[src/rtl/dll_pkg.sv]
// Shared DLL types: DLCMSM link states, TX arbiter FSM states and TX source indices.
package dll_pkg;

    typedef enum logic [1:0] {
        DL_INACTIVE = 2'b00,
        DL_INIT     = 2'b01,
        DL_ACTIVE   = 2'b10
    } dlcm_state_t;

    typedef enum logic [1:0] {
        IDLE,
        LOCK_RPL,
        LOCK_TLP
    } tx_arb_state_t;

    localparam int unsigned SRC_ACK = 0;
    localparam int unsigned SRC_FC  = 1;
    localparam int unsigned SRC_RPL = 2;
    localparam int unsigned SRC_TLP = 3;
    localparam int unsigned NUM_SRC = 4;

endpackage

[src/rtl/dll_tx_fc_aging.sv]
// Counts how long a pending FC DLLP has been refused and flags it for promotion.
module dll_tx_fc_aging #(
    parameter int unsigned FC_MAX_WAIT  = 64,
    parameter int unsigned FC_WAIT_BITS = 8
) (
    input  logic sclk,
    input  logic srst,
    input  logic fc_valid,
    input  logic fc_ready,
    output logic promote
);

    localparam logic [FC_WAIT_BITS-1:0] WAIT_MAX = FC_WAIT_BITS'(FC_MAX_WAIT);

    logic [FC_WAIT_BITS-1:0] fc_wait;

    always_ff @(posedge sclk or posedge srst) begin
        if (srst) begin
            fc_wait <= '0;
        end else if (!fc_valid || fc_ready) begin
            fc_wait <= '0;
        end else if (fc_wait != WAIT_MAX) begin
            fc_wait <= fc_wait + 1'b1;
        end
    end

    assign promote = (fc_wait == WAIT_MAX);

endmodule

[src/rtl/dll_tx_arbiter.sv]
// Arbitrates ACK/NAK, FC, replay and new-TLP beats onto the single registered PIPE TX stream.
module dll_tx_arbiter
    import dll_pkg::*;
#(
    parameter int unsigned PIPE_DATA_WIDTH = 256,
    parameter int unsigned FC_MAX_WAIT     = 64,
    parameter int unsigned FC_WAIT_BITS    = 8
) (
    input  logic                       sclk,
    input  logic                       srst,
    input  logic [1:0]                 dlcmsm_i,
    input  logic                       ack_valid_i,
    input  logic [PIPE_DATA_WIDTH-1:0] ack_data_i,
    output logic                       ack_ready_o,
    input  logic                       fc_valid_i,
    input  logic [PIPE_DATA_WIDTH-1:0] fc_data_i,
    output logic                       fc_ready_o,
    input  logic                       rpl_valid_i,
    input  logic [PIPE_DATA_WIDTH-1:0] rpl_data_i,
    input  logic                       rpl_last_i,
    output logic                       rpl_ready_o,
    input  logic                       tlp_valid_i,
    input  logic [PIPE_DATA_WIDTH-1:0] tlp_data_i,
    input  logic                       tlp_last_i,
    output logic                       tlp_ready_o,
    output logic [PIPE_DATA_WIDTH-1:0] pipe_txdata_o,
    output logic                       pipe_txvalid_o,
    output logic                       fc_starved_o
);

    tx_arb_state_t              state, next_state;
    logic [NUM_SRC-1:0]         grant;
    logic [NUM_SRC-1:0]         valid;
    logic [NUM_SRC-1:0]         accept;
    logic [PIPE_DATA_WIDTH-1:0] beat;
    logic                       link_active, link_init;
    logic                       fc_promote;

    assign link_active = (dlcmsm_i == DL_ACTIVE);
    assign link_init   = (dlcmsm_i == DL_INIT);

    dll_tx_fc_aging #(
        .FC_MAX_WAIT  (FC_MAX_WAIT),
        .FC_WAIT_BITS (FC_WAIT_BITS)
    ) u_fc_aging (
        .sclk     (sclk),
        .srst     (srst),
        .fc_valid (fc_valid_i),
        .fc_ready (fc_ready_o),
        .promote  (fc_promote)
    );

    always_ff @(posedge sclk or posedge srst) begin
        if (srst) begin
            state <= IDLE;
        end else begin
            state <= next_state;
        end
    end

    // Readies are gated by srst so every output reads 0 while reset is held.
    always_comb begin
        grant      = '0;
        next_state = state;
        if (srst || (!link_active && !link_init)) begin
            next_state = IDLE;
        end else begin
            unique case (state)
                IDLE: begin
                    if (link_init) begin
                        grant[SRC_FC] = fc_valid_i;
                    end else if (fc_promote && fc_valid_i) begin
                        grant[SRC_FC] = 1'b1;
                    end else if (ack_valid_i) begin
                        grant[SRC_ACK] = 1'b1;
                    end else if (rpl_valid_i) begin
                        grant[SRC_RPL] = 1'b1;
                        if (!rpl_last_i) next_state = LOCK_RPL;
                    end else if (tlp_valid_i) begin
                        grant[SRC_TLP] = 1'b1;
                        if (!tlp_last_i) next_state = LOCK_TLP;
                    end else if (fc_valid_i) begin
                        grant[SRC_FC] = 1'b1;
                    end
                end
                LOCK_RPL: begin
                    if (link_active) begin
                        grant[SRC_RPL] = 1'b1;
                        if (rpl_valid_i && rpl_last_i) next_state = IDLE;
                    end else begin
                        next_state = IDLE;
                    end
                end
                LOCK_TLP: begin
                    if (link_active) begin
                        grant[SRC_TLP] = 1'b1;
                        if (tlp_valid_i && tlp_last_i) next_state = IDLE;
                    end else begin
                        next_state = IDLE;
                    end
                end
                default: next_state = IDLE;
            endcase
        end
    end

    assign ack_ready_o  = grant[SRC_ACK];
    assign fc_ready_o   = grant[SRC_FC];
    assign rpl_ready_o  = grant[SRC_RPL];
    assign tlp_ready_o  = grant[SRC_TLP];
    assign fc_starved_o = fc_promote;

    always_comb begin
        valid          = '0;
        valid[SRC_ACK] = ack_valid_i;
        valid[SRC_FC]  = fc_valid_i;
        valid[SRC_RPL] = rpl_valid_i;
        valid[SRC_TLP] = tlp_valid_i;
    end

    assign accept = grant & valid;

    always_comb begin
        beat = '0;
        if (accept[SRC_ACK]) beat = ack_data_i;
        if (accept[SRC_FC])  beat = fc_data_i;
        if (accept[SRC_RPL]) beat = rpl_data_i;
        if (accept[SRC_TLP]) beat = tlp_data_i;
    end

    always_ff @(posedge sclk or posedge srst) begin
        if (srst) begin
            pipe_txdata_o  <= '0;
            pipe_txvalid_o <= 1'b0;
        end else begin
            pipe_txvalid_o <= |accept;
            if (|accept) pipe_txdata_o <= beat;
        end
    end

endmodule

[config.mk]
export PLATFORM = sky130hd
export DESIGN_NAME = dll_tx_arbiter
export DESIGN_NICKNAME = d
export VERILOG_FILES = /design/src/rtl/dll_pkg.sv /design/src/rtl/dll_tx_fc_aging.sv /design/src/rtl/dll_tx_arbiter.sv
export SDC_FILE = /design/constraint.sdc
export NUM_CORES = 1
export LEC_CHECK = 0
export ABC_AREA = 1
export ABC_CLOCK_PERIOD_IN_PS = 11100
export BUFFER_PORTS_ARGS = -buffer_cell sky130_fd_sc_hd__buf_2
export CORE_AREA = 2 2 508 510
export CTS_CLUSTER_SIZE = 14
export DETAILED_ROUTE_END_ITERATION = 16
export DIE_AREA = 0 0 510 512
export GPL_TIMING_DRIVEN = 0
export PLACE_DENSITY = 0.3
export RECOVER_POWER = 50
export SYNTH_ARGS = -nofsm -noshare
export SYNTH_HDL_FRONTEND = slang
export SYNTH_SLANG_ARGS = --single-unit
[constraint.sdc]
create_clock -name sclk -period 11.1 [get_ports sclk]
set_clock_uncertainty 0.1 [all_clocks]
set_input_delay 0.555 -clock sclk [delete_from_list [all_inputs] [get_ports sclk]]
set_output_delay 0.555 -clock sclk [all_outputs]
set_load 0.005 [all_outputs]
# Yosys cells after proc, flatten, opt, wreduce, memory -nomap -nowiden
# Index checks and enable logic that the tools add are counted.
# Widths: inputs -> output; s select.
# totals
reg_bits	267
input_bits	1034
out_inout_bits	262
wordCells	71
# op_classes
n_addsub	1
n_eq_ne	14
mux	38
bitwise_logic	1
reduce_logical	13
# op_table
op	n
$mux 256	4
$mux 2	15
$ne 4x4->1 const B	5
$mux 8	2
$mux 1	12
$ne 3x3->1 const B	3
$add 8x1->8 const B	1
$eq 8x7->1 const B	1
$ne 8x7->1 const B	1
$reduce_and 8->1	1
$pmux 2 s3	1
$and 4x4->4	1
$eq 2x1->1 const B	2
$eq 2x2->1 const B	2
$logic_and 1x1->1	4
$mux 4	1
$pmux 1 s2	2
$reduce_or 4->1	1
$logic_not 1->1	3
$mux 3	1
$logic_not 2->1	1
$logic_or 1x1->1	2
$reduce_bool 2->1	1

# Logic depth before layout (Yosys ltp)
# Gate-level depths: netlist of run 1.
# depth
depth_word	13
depth_mapped	14
ltp_nobuf	12

# Hierarchy
# Synthesis of run 1 repeated with hierarchy kept, for this count alone.
# unflattened
hier_cells	2919
area_unflattened_um2	18320.1
# by_module_without_submodules
mod	n_inst	cells_each	area_each_um2
dll_tx_arbiter	1	2850	17837.1
dll_tx_fc_aging	1	69	483.0

# Least setup slack after synthesis of run 1
# OpenSTA, ideal clock, no wires.
# synth_path
path_type	input-to-output
start	input dlcmsm_i[0]
end	output rpl_ready_o
arrival_time_ps	1643
slack_ps	8802
cell_stages	8
cell_sequence	inv_1 > ha_1 > nor2_2 > nand2_1 > inv_1 > nand3_1 > nand2_2 > clkbuf_1
# synth_via
elab_chain_cells	5
# synth_lines
item	line_no	rtl
start, declared	dll_tx_arbiter.sv:11	input logic [1:0] dlcmsm_i,
branches (longest 4 deep; another with $eq 2x2->1)	n/a	
$mux 4 *	dll_tx_arbiter.sv:65	if (srst || (!link_active && !link_init)) begin
end, declared	dll_tx_arbiter.sv:21	output logic rpl_ready_o,
# Mark *: on every way between the ends.

==> results.md, run 1 <==
- Outcome: complete, but fails checks
- Failing checks: max-capacitance violations, max-slew violations
- # clock sinks: between 200 and 300
- Final net count: 5851
- Switch Pwr: 1.81 mW
- Clock transition at path regs: roughly 0.06 ns
- Cell Int Power: about 2.7 mW
- Seq cells post-synth: roughly 270
- Pre-Repair DR Iteration Count: 6
- Crit path max-delay family: buffers and inverters
- CTS max path bufs: 3
- Post-route ant nets: 0
- Vias in the first global route: just over 30000
- Hold Vio Cnt, Final: 0
- Global placer's final weighted congestion: between 0.9 and 1
- Worst ir drop on vdd: 0.0000852 V
- Share of layout cells above drive strength 1: between 20% and 30%
- Final Cell Area: ~0.033 sq mm
- Total grt overflow: 0
- Final setup fails: 0
- Sequential power share: approximately a third
- Dpl cell area: 0.0316 sq mm
- Post-synth EDFFs: 0
- Drt initial violations: 2023
- Period Utilization, post-route: approximately two fifths
- Seq/Total Area, Yosys: between 30% and 40%
- YS warnings: 0
- Crit path required time: about 11 ns
- Max-cap violations: 1
- Hold WC Path Type: in -> reg
- Worst-Skew Late Latency: roughly 0.62 ns
- Vias: approximately 30000
- Clock root buffer: clkbuf_16
- Tot GR Track Use: about 15%
- Power per cell area: ~140 mW/mm^2
- Fin. max-slew vios: 83
- Setup Total Neg Slack: 0 ns
- Synth cell types: 28
- Top post-synthesis cells by area: dfrtp_1 (32%), nand3_1 (19%), nand2_1 (14%), inv_1 (9.6%), nor2_1 (9.6%)
- Worst slack, placed: between 6 and 7 ns
- HPWL after DPL: about 180000 um
- Syn avg cell area: around 6.0 sq um
- Cts repair resizes: 0
- Synth top cells by count: nand2_1 (792), nand3_1 (779), inv_1 (532)
- Rows: approximately 190
- Crit-path max cell delay: 2.65 ns
- Post-DR wirelength/cell: ~25 um
- Max_slew headroom: -217%
- Fillers: about 31000
- Pin count of the biggest net entering global routing: between 90 and 100
- Yosys top cell area share: 32.2%
- Asr flop ratio synth: between 90% and 100%
- Post-route minimum period: between 4 and 5 ns
- Area grow syn2layout: 58.1%
- Clock power frac: about a third
- WHS: between 0.1 and 0.15 ns
- CP Cell Sequence: dlygate4sd3_1, clkbuf_1, clkinvlp_2
- First-pass GRT wire length: roughly 270000 um
- DRC errors left: 0
- Die X: between 500 and 600 um
- TritonCTS Buffers: 43
- Mapped Area: ~0.021 sq mm
- Gate Count Post-Synth: about 3500
- RSZ-0062 raised after global routing: false
- CTS tree: done
- CORE AREA: 0.256 sq mm
- CP Launch Type: input pin
- Largest area contributor in the netlist: dfrtp_1
- Max stage delay cell, worst path: clkinvlp_2
- Worst-margin pin slew: 4.73 ns
- CP Capture Type: asynchronous set/reset pin
- Initial core utilization: between 8 and 9%
- Fmax: 235 MHz
- Crit path kind: in -> async
- Full die area: about 0.26 sq mm
- H-tree depth: 2
- Most common cell in the netlist: nand2_1
- Sw frac: ~40%
- Static Leak: about 18 nW
- Tot Pwr: between 4 and 5 mW
- Syn nets: ~4500
- Vias per std cell: about 3.5
- PortBufs: around 1300
- Setup ws final: slightly below 7 ns
- CP bufs+invs: 3
- Ys flop type: dfrtp_1
- Crit path DAT: around 4.1 ns
- Boundary Pins: about 1300
- Die Y-Extent: between 500 and 600 um
- Comb power frac: approximately 33%
- Antenna violations before repair: between 100 and 150
- Total Routed Length: about 210000 um
- Crit Path Max Fanout: 84
## flip-flops by register name, indices dropped and copies added, names as in the netlist
signal and flops:
pipe_txvalid_o 1, u_fc_aging.fc_wait 8, pipe_txdata_o 256, state 2
## kinds of logic after synthesis
family,share of synthesized area (%)
AO/OA/AOI/OAI,0.325
adder cells (fa/ha/maj),0.241
buffers and inverters,16.3
AND/OR/NAND/NOR,50.9
XOR/XNOR,0.126
flip-flops,32.2
## worst paths after layout
kind / cells after the start / to / start / slack (ns)
max in group sclk: 13 / pipe_txdata_o[247]$_DFFE_PP0P_ / srst / 7.46
hold / removal: 5 / pipe_txdata_o[16]$_DFFE_PP0P_ / rpl_data_i[16] / 0.14
setup / recovery: 3 / pipe_txdata_o[176]$_DFFE_PP0P_ / srst / 6.84
hold reg to reg: 2 / pipe_txdata_o[253]$_DFFE_PP0P_ / pipe_txdata_o[253]$_DFFE_PP0P_ / 0.43
setup reg to reg: 13 / pipe_txdata_o[174]$_DFFE_PP0P_ / u_fc_aging.fc_wait[0]$_DFFE_PP0P_ / 7.56
min in group asynchronous: 3 / state[1]$_DFFE_PP0P_ / srst / 1.99
## worst min-delay path, cell delays in order
cell     delay [ns]
buf_2          0.08
nand3_1        0.06
nand2_1        0.06
nor2_1         0.04
nand2_1        0.05
## routing by layer
layer	vias to the layer above	wire, um	track usage (%)
met2	1305	99300	26.4
met5	-	433	0
met4	70	6690	4.57
met1	13900	82700	17.8
li1	13800	-	-
met3	281	18500	4.92
## power by group through the flow
| stage | clock [mW] | combinational [mW] | sequential, mW |
|---|---|---|---|
| finish | 1.50 | 1.51 | 1.51 |
| global route | 1.60 | 1.67 | 1.55 |
| CTS | 1.58 | 1.64 | 1.51 |
| detailed placement | 0 | 1.64 | 1.51 |
| global placement | 0 | 1.64 | 1.51 |
| floorplan | 0 | 0.521 | 1.50 |
## through the flow
step / instances / utilization (%)
global route: 8247 / 12.8
CTS: 8229 / 12.9
floorplan: 3471 / -
finish: 8277 / 12.8
global placement: 8149 / 12.3
detailed placement: 8151 / 12.3
## cells in the final DEF, fill, tap and decap left out, types with 2 or more instances in the layout
cell type,netlist,routed
buf_2,204,1245
nand2_1,792,792
nand3_1,779,779
inv_1,532,531
nor2_1,529,529
clkbuf_1,59,316
dfrtp_1,267,267
nand4_1,258,258
diode_2,0,48
clkbuf_16,0,45
clkbuf_8,0,12
buf_4,11,11
clkinv_2,0,7
nand2_2,5,5
nor2_2,4,4
a21oi_1,4,4
ha_1,4,4
bufinv_16,0,4
buf_1,3,3
buf_6,3,3
o22ai_1,3,3
nand2_4,2,2
clkbuf_2,0,2
xor2_1,2,2
clkinvlp_4,0,2
buf_16,0,2
## final cells by class
| type | instances | area (sq um) | share of cell area (%) |
|---|---|---|---|
| Multi-Input combinational cell | 2390 | 10700 | 32.6 |
| Sequential cell | 267 | 6680 | 20.3 |
| Timing Repair Buffer | 1297 | 6220 | 18.9 |
| Tap cell | 3384 | 4230 | 12.9 |
| Inverter | 533 | 2000 | 6.09 |
| Buffer | 281 | 1380 | 4.20 |
| Clock buffer | 63 | 1310 | 4.00 |
| Clock inverter | 14 | 179 | 0.545 |
| Antenna cell | 48 | 120 | 0.366 |
## timing repair
| action | in CTS | in global routing |
|---|---|---|
| hold buffers | 1 | 0 |
| buffers inserted | 0 | 0 |
| endpoints found under the hold margin | 69 | 0 |
(Power assumes the default switching activity.)
==> inputs of run 2 (changes only) <==
ABC_AREA = 0   (was 1)
ABC_CLOCK_PERIOD_IN_PS = 4350   (was 11100)
CORE_AREA = 2 2 503 505   (was 2 2 508 510)
DIE_AREA = 0 0 505 507   (was 0 0 510 512)
clock period = 4.35 ns   (was 11.1 ns; I/O delays follow)
==> run 2 against run 1 <==
The run still ends with max-capacitance violations, max-slew violations left. Count of clock-buffer cells in the layout is 2 higher. Sequential power grew to 2.6 times the previous value. Non-clock buffer count is 742 higher. Register-to-register slack worse by 7.4 ns. Clock power is 130% higher. Total power grew to 2.6 times the previous value. Core utilization is 1.0 points higher. Sequential share of layout area is 1.1 points lower. Largest power group is now combinational logic. Area after synthesis is 31% lower.
==> results.md, run 2 <==
- Crit path DAT: 4.55 ns
- Crit path kind: reg -> reg
- Yosys top cell area share: 46.7%
- Pre-Repair DR Iteration Count: 10
- Post-route ant nets: 0
- Fmax: 239 MHz
- Hold WC Path Type: in -> reg
- Mapped Area: ~0.014 sq mm
- Worst ir drop on vdd: 0.000236 V
- HPWL after DPL: approximately 170000 um
- Simple-Gate Fraction of Synth Area: between 20% and 30%
- Fillers: between 20000 and 30000
- Max reg flops: ~260
- Total grt overflow: 0
- Hold Path Depth: 3
- DRC errors left: 0
- TritonCTS Buffers: between 40 and 50
- Dpl cell area: around 0.025 sq mm
- Post-synthesis mux area share: less than 1%
- R2r worst-path depth: 7
- Most common cell in the netlist: nand3_1
- Post-synth EDFFs: 0
- Largest Register: pipe_txdata_o
- YS warnings: 0
- Global placer's final weighted congestion: between 0.9 and 1
- Outcome: complete, but fails checks
- Clock root buffer: clkbuf_16
- Asr flop ratio synth: 100%
- First-pass GRT wire length: around 250000 um
- Synth Area in Compound Gates: 23.5%
- Clock transition at path regs: 0.06 ns
- Full die area: between 0.2 and 0.3 sq mm
- Total Routed Length: between 150000 and 200000 um
- Die Y-Extent: slightly above 500 um
- Gate Count Post-Synth: 1543
- Crit Path Max Fanout: 10
- CTS tree: done
- Post-route minimum period: around 4.2 ns
- Antenna violations before repair: 202
- Vias: around 24000
- Hold Vio Cnt, Final: 0
- Largest family of logic cells by synthesized area: compound AO/OA/AOI/OAI gates
- Crit path required time: 4.72 ns
- Top post-synthesis cells by area: dfrtp_1 (47%), nand3_1 (18%), a22oi_1 (14%), a222oi_1 (8.6%), nand2_1 (3.4%)
- Share of layout cells above drive strength 1: between 30% and 40%
- Seq/Total Area, Yosys: between 40% and 50%
- Adder-Cell Fraction of Synth Area: less than 1%
- CTS max path bufs: 3
- CP Capture Type: flop
- Synth cell types: 38
- Post-DR wirelength/cell: 27.4 um
- PortBufs: about 1300
- Vias in the first global route: between 20000 and 30000
- Hold wc startpoint: rpl_data_i[56]
- Initial core utilization: roughly 5.7%
- Period Utilization, post-route: between 90% and 100%
- Vias per std cell: approximately 3.4
- H-tree depth: 2
- Max-cap violations: 2
- Static Leak: 14.4 nW
- Ys flop type: dfrtp_1
- Boundary Pins: 1296
- CORE AREA: 0.250 sq mm
- Syn avg cell area: between 9 and 10 sq um
- Syn nets: about 2600
- Critical path startpoint: u_fc_aging.fc_wait[2]$_DFFE_PP0P_
- # clock sinks: approximately 270
- Area of the multi-input gates: 0.00677 sq mm
- FF-to-FF Start: u_fc_aging.fc_wait[2]$_DFFE_PP0P_
- Pin count of the biggest net entering global routing: 36
- Fin. max-slew vios: between 60 and 70
- Post-Synth XOR/XNOR Area: 0.367%
- Final setup fails: 0
- RSZ-0062 raised after global routing: false
- Final Cell Area: ~0.035 sq mm
- Drt initial violations: about 1900
- Storage cell area: around 0.0067 sq mm
- Failing checks: max-capacitance violations, max-slew violations
- Most common cell after layout, fill and taps aside: buf_2
- Rows: roughly 180
- Setup Total Neg Slack: 0 ns
- Die X: slightly above 500 um
- Tot GR Track Use: between 10% and 20%
- Synth top cells by count: nand3_1 (519), a22oi_1 (267), dfrtp_1 (267)
- Most frequent cells in the layout: buf_2 (1162), dlygate4sd3_1 (836), nand3_1 (519), clkbuf_1 (291)
- Area grow syn2layout: 143%
- Final net count: around 4800
- Worst-margin pin slew: roughly 2.3 ns
- Regs by FF count: pipe_txdata_o: 256 flops, u_fc_aging.fc_wait: 8 flops, state: 2 flops
- Power per cell area: roughly 340 mW/mm^2
- Seq cells post-synth: approximately 270
- Final core occ: 13.9%
- Worst-Skew Late Latency: between 0.6 and 0.7 ns
- Max_slew headroom: -55.2%
- Largest area contributor in the netlist: dfrtp_1
- CP Launch Type: flop
## run 2: area by class of cell
class                   count  area share, %
diodes                     58          0.417
plain buffers             171           2.52
clock buffers              65           3.62
clock inverters             9          0.180
inverters                   7         0.0791
multi-input cells        1097           19.4
flip-flops and latches    267           19.2
well taps                3348           12.0
repair buffers           2149           42.5
## run 2: repair_timing
item                                   CTS  global route
endpoints found under the hold margin  274             1
gates resized for setup                  4            23
setup endpoints to repair               14            45
setup buffers                            0             2
gates cloned                             0             0
pin swaps                                0             0
hold buffers                           835             1
## run 2: report_power, final
part / switching, mW / internal, mW / leakage, nW
logic: 2.45 / 2.10 / 10.4
registers: 0.572 / 3.38 / 3.31
clock network: 1.51 / 1.98 / 0.637
total: 4.53 / 7.46 / 14.4
## run 2: logic make-up after synthesis
| family | count (synthesis) |
|---|---|
| flip-flops | 267 |
| XOR/XNOR | 6 |
| buffers and inverters | 179 |
| AO/OA/AOI/OAI | 406 |
| adder cells (fa/ha/maj) | 4 |
| AND/OR/NAND/NOR | 678 |
| multiplexers | 3 |
## run 2: path summary, 6_finish.rpt
check                                                       to  slack (ns)
worst max-delay path            pipe_txdata_o[191]$_DFFE_PP0P_        0.17
worst min-delay path             pipe_txdata_o[56]$_DFFE_PP0P_        0.03
worst max register to register  pipe_txdata_o[191]$_DFFE_PP0P_        0.17
worst min register to register  pipe_txdata_o[222]$_DFFE_PP0P_        0.41
max in group asynchronous       pipe_txdata_o[131]$_DFFE_PP0P_        0.80
min in group asynchronous        pipe_txdata_o[79]$_DFFE_PP0P_        0.56
## run 2: critical path, stage by stage, from the launching register on
cell             delay, ns
dfrtp_1               0.43
or4_4                 0.61
o211ai_2              0.32
o21ai_1               0.17
buf_2                 0.31
clkdlybuf4s15_1       0.88
a22oi_1               0.98
nand3_1               0.16
## run 2: metal layers
metal  track usage, %  part of all wire, %  vias up
li1                 -                    -    10600
met4             5.14                  4.0      120
met3             5.45                  9.2      428
met5                0                 0.39        -
met2             26.4                   50     1445
met1             16.0                   37    11800
## run 2: stage by stage
stage	power (mW)	hold WS [ns]	worst slack, ns	instances
CTS	12.5	0.00384	0.0223	7110
global placement	7.88	0.341	-4.18	6186
finish	12.0	0.0325	0.173	7171
global route	12.8	0.00256	0.00767	7141
floorplan	5.11	0.246	-0.667	1543
detailed placement	7.89	0.341	-0.717	6202
==> inputs of run 3 (changes only) <==
MAX_ROUTING_LAYER = met4   (was unset)
==> run 3 against run 2 <==
The flow finishes with violations (negative hold slack, max-capacitance violations, max-slew violations). Register-to-register slack better by 0.11 ns. Critical path type unchanged. Sequential power barely moved. First-iteration DRC count increased by 1.7%. Routed wire length is 0.16% higher. Count of clock-buffer cells in the layout grew 1. Combinational power about the same. Global-route usage increased by 0.41 points. Non-clock buffer count rose by 10.
==> results.md, run 3 (synthesis results as in run 2) <==
- Outcome: complete, but fails checks
- Failing checks: negative hold slack, max-capacitance violations, max-slew violations
- PortBufs: around 1300
- Tot GR Track Use: between 15 and 20%
- Crit path required time: 4.85 ns
- CP Launch Type: flop
- Global placer's final weighted congestion: 0.983
- CP bufs+invs: 4
- Worst-Skew Late Latency: around 0.63 ns
- RSZ-0062 raised after global routing: false
- Final net count: approximately 4800
- Power per cell area: around 350 mW/mm^2
- Pin count of the biggest net entering global routing: 35
- Vias per std cell: ~3.4
- Final Cell Area: 0.0351 sq mm
- Clock root buffer: clkbuf_16
- Die X: 505 um
- CTS max path bufs: 3
- Vias: 24400
- Setup Total Neg Slack: 0 ns
- Dpl cell area: 0.0253 sq mm
- Hold WC Path Type: in -> reg
- Tot Pwr: 12.2 mW
- Post-route ant nets: 0
- Most frequent cells in the layout: buf_2 (1167), dlygate4sd3_1 (846), nand3_1 (519), clkbuf_1 (293)
- Final core occ: around 14%
- Hold Vio Cnt, Final: 1
- Drt initial violations: approximately 1900
- Max-cap violations: 2
- Clock transition at path regs: 0.06 ns
- WHS: -0.0158 ns
- Area grow syn2layout: 146%
- Die Y-Extent: about 510 um
- Largest Register: pipe_txdata_o
- Boundary Pins: about 1300
- CORE AREA: roughly 0.25 sq mm
- Regs by FF count: pipe_txdata_o: 256 flops, u_fc_aging.fc_wait: 8 flops, state: 2 flops
- H-tree depth: 2
- Static Leak: around 15 nW
- Max reg flops: about 260
- Share of layout cells above drive strength 1: 33.7%
- Total Routed Length: between 150000 and 200000 um
- DRC errors left: 0
- Post-DR wirelength/cell: between 20 and 30 um
- Worst-margin pin slew: approximately 2.2 ns
- First-pass GRT wire length: between 200000 and 300000 um
- CP Capture Type: flop
- Max_slew headroom: -44.3%
- Crit-path max cell delay: roughly 0.60 ns
- Crit path max-delay family: buffers and inverters
- # clock sinks: around 270
- CTS tree: done
- Rows: 184
- Worst ir drop on vdd: approximately 0.00026 V
- Crit Path Max Fanout: 10
- HPWL after DPL: roughly 170000 um
- Crit path kind: reg -> reg
- Post-route minimum period: a little over 4 ns
- Final setup fails: 0
- CP Cell Sequence: nor4_2, o211ai_2, o21ai_1, clkbuf_4, clkbuf_1, a22oi_1, dlygate4sd3_1, nand3_1, dlygate4sd3_1
- Period Utilization, post-route: 93.4%
- Initial core utilization: roughly 5.7%
- Total grt overflow: 0
- Cell mode on critical path: dlygate4sd3_1
- Antenna violations before repair: approximately 200
- Fin. max-slew vios: 55
- Full die area: 0.256 sq mm
- Max stage delay cell, worst path: dlygate4sd3_1
- Fmax: around 250 MHz
- Vias in the first global route: 25600
- Most common cell after layout, fill and taps aside: buf_2
- Crit path DAT: roughly 4.6 ns
- TritonCTS Buffers: 44
- Pre-Repair DR Iteration Count: 7
==> run 3: final cells by class <==
type,count,area [sq um]
fill,29200,215000
clock buffer,66,1260
buffer,171,872
tap,3348,4190
sequential,267,6680
timing repair buffer,2159,14900
multi-input combinational,1097,6770
inverter,7,27.5
clock inverter,14,141
antenna,109,273
==> run 3: final timing paths <==
| check | start | to | slack (ns) | depth (start not counted) |
|---|---|---|---|---|
| worst max-delay path | state[1]$_DFFE_PP0P_ | pipe_txdata_o[246]$_DFFE_PP0P_ | 0.29 | 9 |
| worst min-delay path | rpl_data_i[64] | pipe_txdata_o[64]$_DFFE_PP0P_ | -0.02 | 3 |
| worst max register to register | state[1]$_DFFE_PP0P_ | pipe_txdata_o[246]$_DFFE_PP0P_ | 0.29 | 9 |
| worst min register to register | pipe_txdata_o[44]$_DFFE_PP0P_ | pipe_txdata_o[44]$_DFFE_PP0P_ | 0.41 | 2 |
| max in group asynchronous | srst | pipe_txdata_o[24]$_DFFE_PP0P_ | 0.94 | 6 |
| min in group asynchronous | srst | u_fc_aging.fc_wait[6]$_DFFE_PP0P_ | 0.46 | 3 |
==> run 3: report_power, final <==
group | total (mW) | switching, mW | internal, mW | leakage, nW
Clock | 3.69 | 1.57 | 2.12 | 0.690
Sequential | 3.97 | 0.584 | 3.38 | 3.31
Combinational | 4.55 | 2.45 | 2.10 | 10.5
Total | 12.2 | 4.60 | 7.61 | 14.5
==> run 3: worst reg2reg max path, stage by stage, from the launching register on <==
cell,delay [ns]
dfrtp_1,0.42
nor4_2,0.54
o211ai_2,0.28
o21ai_1,0.30
clkbuf_4,0.40
clkbuf_1,0.58
a22oi_1,0.18
dlygate4sd3_1,0.60
nand3_1,0.08
dlygate4sd3_1,0.55
==> run 3: metal layers <==
metal,vias up,track usage (%),part of all wire (%)
li1,10700,-,-
met1,11900,16.1,37
met2,1504,26.1,49
met3,342,5.01,9.3
met4,0,5.73,4.6
met5,-,-,0
==> run 3: per-stage QoR <==
step / worst slack, ns / cells
floorplan: -0.667 / 1543
global placement: -4.15 / 6186
detailed placement: -0.671 / 6202
CTS: 0.0196 / 7126
global route: 0.0106 / 7216
finish: 0.288 / 7238
==> run 3: what timing repair did <==
action | in CTS | in global routing
endpoints found under the hold margin | 324 | 1
pin swaps | 0 | 1
resized for setup | 3 | 8
hold buffers | 845 | 1
cloned | 0 | 0
setup endpoints to repair | 14 | 33
setup buffers | 0 | 2
